**config.mk**
```make
export PLATFORM = sky130hd
export DESIGN_NAME = key_input_conditioner_flat
export DESIGN_NICKNAME = d
export VERILOG_FILES = /design/src/rtl/key_input_conditioner_if.sv /design/src/rtl/key_input_conditioner.sv /design/src/flat_wrapper.sv
export SDC_FILE = /design/constraint.sdc
export NUM_CORES = 1
export LEC_CHECK = 0
export ABC_CLOCK_PERIOD_IN_PS = 1400
export BUFFER_PORTS_ARGS = -buffer_cell sky130_fd_sc_hd__buf_2
export CORE_MARGIN = 10
export CORE_UTILIZATION = 29
export DETAILED_ROUTE_END_ITERATION = 7
export MAX_ROUTING_LAYER = met4
export PLACE_DENSITY = 0.42
export SYNTH_ARGS = -nofsm -noshare
export SYNTH_HDL_FRONTEND = slang
export SYNTH_SLANG_ARGS = --single-unit
```
**constraint.sdc**
```tcl
create_clock -name clk -period 1.4 [get_ports clk]
set_input_delay 0.07 -clock clk [delete_from_list [all_inputs] [get_ports clk]]
set_output_delay 0.07 -clock clk [all_outputs]
set_load 0.05 [all_outputs]
```
**src/rtl/key_input_conditioner_if.sv**
```systemverilog
// Key conditioner signal bundle: raw button lines in, debounced level/strobe out.
// The conditioner takes the slave side; the surrounding logic takes the master side.
interface key_input_conditioner_if #(
  parameter int unsigned NUM_KEYS = 14
);
  logic [NUM_KEYS-1:0] keys_raw;
  logic [NUM_KEYS-1:0] keys_level;
  logic [NUM_KEYS-1:0] keys_strobe;
  logic                mode_key;

  modport master (
    output keys_raw,
    input  keys_level,
    input  keys_strobe,
    input  mode_key
  );

  modport slave (
    input  keys_raw,
    output keys_level,
    output keys_strobe,
    output mode_key
  );
endinterface

```
**src/rtl/key_input_conditioner.sv**
```systemverilog
// Per-key 2-flop synchroniser plus stability-counter debouncer, with a one-cycle press strobe.
// The top key's strobe doubles as mode_key for the wave-type mode FSM.
module key_input_conditioner #(
  parameter int unsigned NUM_KEYS        = 14,
  parameter int unsigned DEBOUNCE_CYCLES = 1000,
  parameter int unsigned CNT_W           = $clog2(DEBOUNCE_CYCLES)
) (
  input logic                    clk,
  input logic                    n_rst,
  key_input_conditioner_if.slave kif
);

  localparam logic [CNT_W-1:0] CntMax = CNT_W'(DEBOUNCE_CYCLES - 1);

  logic [NUM_KEYS-1:0] sync1_q;
  logic [NUM_KEYS-1:0] sync2_q;
  logic [NUM_KEYS-1:0] stable_q;
  logic [NUM_KEYS-1:0] stable_d;
  logic [NUM_KEYS-1:0] strobe_q;
  logic [NUM_KEYS-1:0] strobe_d;
  logic [CNT_W-1:0]    cnt_q [NUM_KEYS];
  logic [CNT_W-1:0]    cnt_d [NUM_KEYS];

  always_comb begin
    stable_d = stable_q;
    cnt_d    = cnt_q;
    for (int i = 0; i < NUM_KEYS; i++) begin
      if (sync2_q[i] == stable_q[i]) begin
        cnt_d[i] = '0;
      end else if (cnt_q[i] == CntMax) begin
        // Terminal count wins over the increment, so the counter never wraps.
        stable_d[i] = sync2_q[i];
        cnt_d[i]    = '0;
      end else begin
        cnt_d[i] = cnt_q[i] + 1'b1;
      end
    end
    strobe_d = stable_d & ~stable_q;
  end

  always_ff @(posedge clk or negedge n_rst) begin
    if (!n_rst) begin
      sync1_q  <= '0;
      sync2_q  <= '0;
      stable_q <= '0;
      strobe_q <= '0;
      for (int i = 0; i < NUM_KEYS; i++) begin
        cnt_q[i] <= '0;
      end
    end else begin
      sync1_q  <= kif.keys_raw;
      sync2_q  <= sync1_q;
      stable_q <= stable_d;
      strobe_q <= strobe_d;
      for (int i = 0; i < NUM_KEYS; i++) begin
        cnt_q[i] <= cnt_d[i];
      end
    end
  end

  assign kif.keys_level  = stable_q;
  assign kif.keys_strobe = strobe_q;
  assign kif.mode_key    = strobe_q[NUM_KEYS-1];

endmodule

```
**src/flat_wrapper.sv**
```systemverilog
// flat-port wrapper written by rule: the top's interface ports become plain ports
module key_input_conditioner_flat 
#(
  parameter int unsigned NUM_KEYS        = 14,
  parameter int unsigned DEBOUNCE_CYCLES = 1000,
  parameter int unsigned CNT_W           = $clog2(DEBOUNCE_CYCLES)
)
  (clk, n_rst, kif_keys_raw, kif_keys_level, kif_keys_strobe, kif_mode_key);
  key_input_conditioner_if #(.NUM_KEYS(NUM_KEYS)) kif_i ();
  input logic clk;
  input logic n_rst;
  input wire logic [$bits(kif_i.keys_raw)-1:0] kif_keys_raw;
  output wire logic [$bits(kif_i.keys_level)-1:0] kif_keys_level;
  output wire logic [$bits(kif_i.keys_strobe)-1:0] kif_keys_strobe;
  output wire logic [$bits(kif_i.mode_key)-1:0] kif_mode_key;
  assign kif_i.keys_raw = kif_keys_raw;
  assign kif_keys_level = kif_i.keys_level;
  assign kif_keys_strobe = kif_i.keys_strobe;
  assign kif_mode_key = kif_i.mode_key;
  key_input_conditioner #(.NUM_KEYS(NUM_KEYS), .DEBOUNCE_CYCLES(DEBOUNCE_CYCLES), .CNT_W(CNT_W)) u_core (.clk(clk), .n_rst(n_rst), .kif(kif_i));
endmodule
```
==> impl_metrics.tcl <==
set metrics [dict create \
    status "complete, but fails checks" \
    violations "negative setup slack" \
    ys_warn_count 0 \
    dpl_cell_area_um2 10500 \
    final.setup_skew_ps 10.7 \
    path_max_fanout 4 \
    finalSetupViolCount 14 \
    crit_required_ps 1730 \
    rsz0062_at_grt "yes" \
    dp_hpwl_um 12300 \
    clk_pin_slew_ps 80 \
    grtUsageTotal 0.104 \
    worst_setup_path_end_kind "flop" \
    nets 1061 \
    cts_sinks 196 \
    antennaDiodeCount 0 \
    ioPinCount 45 \
    core_um2 29600 \
    cts_buffers 17 \
    grt_first_pass_wirelength_um 31200 \
    fin_cells 1434 \
    final_cell_mix "dfrtp_1 (195), buf_4 (135), nor2_1 (117)" \
    power_leakage_nw 5.29 \
    max_freq_mhz 688 \
    hold_violations 0 \
    die_h_um 193 \
    netlist_area_um2 8680 \
    synth.distinct_cells 42 \
    cts-root-buf "clkbuf_16" \
    numPortBuffers 44 \
    routed_via_density 4.52 \
    max-cap-violations 0 \
    slew_headroom 0.709 \
    syn_avg_cell_area_um2 10.7 \
    min_period_ps 1450 \
    wire_per_inst_um 12.3 \
    synth_nets 842 \
    pre_cts_ws_ps -61.3 \
    startpoint_type "flop" \
    max_slew.worst_pin.slew_ps 436 \
    antenna_found_initial 0 \
    seq_area_frac_synth 0.565 \
    grt_pass1_vias 6645 \
    drive_above_1_share 0.322 \
    grt_max_degree 50 \
    vdd_drop_max_v 0.000744 \
    ys_ff_latch 196 \
    num_vias 6483 \
    die_w_um 193 \
    dp_cells 1374 \
    htree_levels 4 \
    drc_errors 0 \
    crit_type "flop to flop" \
    final_common_cell "dfrtp_1" \
    clock_path_buffers 2 \
    syn_inst 812 \
    final_area_um2 11700 \
    area_delta_synth_final_pct 34.9 \
    pwr_density_cell_nw_per_um2 1010 \
    arrival_ps 1780 \
    cts_tree "yes" \
    hp-class "input port to asynchronous set/reset pin" \
    finalWirelength_um 17700 \
    overflow 0 \
    dieArea_um2 37200 \
    rrSetupSlack_ps -50 \
    gp_congestion 0.755 \
    drv_slew 0 \
    drt-initial-drc-count 264 \
    whs_ps 160 \
    timing.final.crit_share 1.04 \
    start_util 0.294 \
    ant_nets 0 \
    insertion_delay_ps 440 \
    layout_setup_ws_ps -53.4 \
    first_pass_iters 4 \
    rows 63 \
    setup_tns_ps -370 \
]
cells in the mapped netlist (all sizes together):
cell	number	area share
a21oi	34	0.020
a31oi	9	0.0065
a31o	4	0.0040
o2111a	2	0.0026
mux2	14	0.019
and4bb	10	0.014
nor3	15	0.0087
o211a	5	0.0058
a211oi	1	0.00087
nand4bb	1	0.0019
dfrtp	196	0.57
nor2	142	0.061
and4	1	0.0010
nand2b	3	0.0022
or2	2	0.0014
o2111ai	2	0.0020
o21ai	12	0.0069
and3	29	0.021
xnor2	51	0.051
nand4	39	0.028
nor4	7	0.0050
and3b	2	0.0020
a21o	2	0.0017
nor3b	12	0.010
nand2	55	0.024
and2	6	0.0043
nand3	57	0.033
xor2	43	0.043
a311o	1	0.0012
or3	7	0.0056
ha	14	0.020
o221a	4	0.0052
nor4b	3	0.0048
buf	2	0.0014
inv	20	0.0087
a41oi	5	0.0050
power by group:
| group | leakage (nW) | switching [mW] | total, mW | internal [mW] |
|---|---|---|---|---|
| logic | 2.35 | 0.379 | 0.762 | 0.383 |
| registers | 2.64 | 0.112 | 5.91 | 5.80 |
| clock network | 0.306 | 2.33 | 5.13 | 2.80 |
layout make-up:
type                    instances  area [um2]
well taps                     390         488
clock buffers                  19         453
repair buffers                202        1530
clock inverters                13         165
inverters                      20        75.1
flip-flops and latches        196        4910
fillers                      2873       17900
multi-input cells             594        4090
registers in the layout (all words and copies together) (netlist names):
signal,count
u_core.kif.keys_strobe,14
u_core.sync1_q,14
u_core.sync2_q,14
u_core.cnt_q,140
u_core.kif.keys_level,14
worst max-delay path, stage by stage, from the launching register on:
cell      delay (ps)
dfrtp_1          390
ha_2             180
and4bb_2         230
nand4_1          190
mux2_2           350
per-stage QoR:
stage | utilization | total power [mW]
finish | 0.396 | 11.8
CTS | 0.386 | 12.0
global route | 0.396 | 12.4
floorplan | - | 6.27
global placement | 0.355 | 6.73
detailed placement | 0.355 | 6.72
kinds of logic (layout without fill, tap and decap cells):
kind of cell               count (synthesis)  in the layout  share of synthesized area
xor gates and xnor gates                  94             94                     0.0949
adders and majority gates                 14             14                     0.0202
buffers and inverters                     22            254                     0.0101
and+or+nand+nor                          391            391                      0.230
muxes                                     14             14                     0.0186
DFF                                      196            196                      0.565
AOI/OAI and AO/OA                         81             81                     0.0614
metal layers:
| metal | track usage | vias up | share of wire | routed length, um |
|---|---|---|---|---|
| li1 | - | 3297 | - | - |
| met1 | 0.135 | 3117 | 0.49 | 8740 |
| met2 | 0.155 | 60 | 0.46 | 8190 |
| met3 | 0.0268 | 9 | 0.031 | 552 |
| met4 | 0.0337 | 0 | 0.011 | 189 |
| met5 | - | - | 0 | 0 |
timing repair:
action,in CTS,in global routing
gates resized for setup,15,71
pin swaps,11,49
hold buffers,15,0
setup buffers,6,8
hold endpoints to repair,203,0
setup endpoints to repair,22,105
path summary, 6_finish.rpt:
| check | from | end | cells past startpoint |
|---|---|---|---|
| worst max-delay path | u_core.cnt_q[70]$_DFF_PN0_ | u_core.kif.keys_level[6]$_DFF_PN0_ | 4 |
| worst min-delay path | n_rst | u_core.cnt_q[121]$_DFF_PN0_ | 2 |
| worst max register to register | u_core.cnt_q[70]$_DFF_PN0_ | u_core.kif.keys_level[6]$_DFF_PN0_ | 4 |
| worst min register to register | u_core.sync1_q[9]$_DFF_PN0_ | u_core.sync2_q[9]$_DFF_PN0_ | 0 |
| max in group asynchronous | n_rst | u_core.sync1_q[2]$_DFF_PN0_ | 3 |
| min in group clk | kif_keys_raw[1] | u_core.sync1_q[1]$_DFF_PN0_ | 2 |
(Power assumes the default switching activity.)
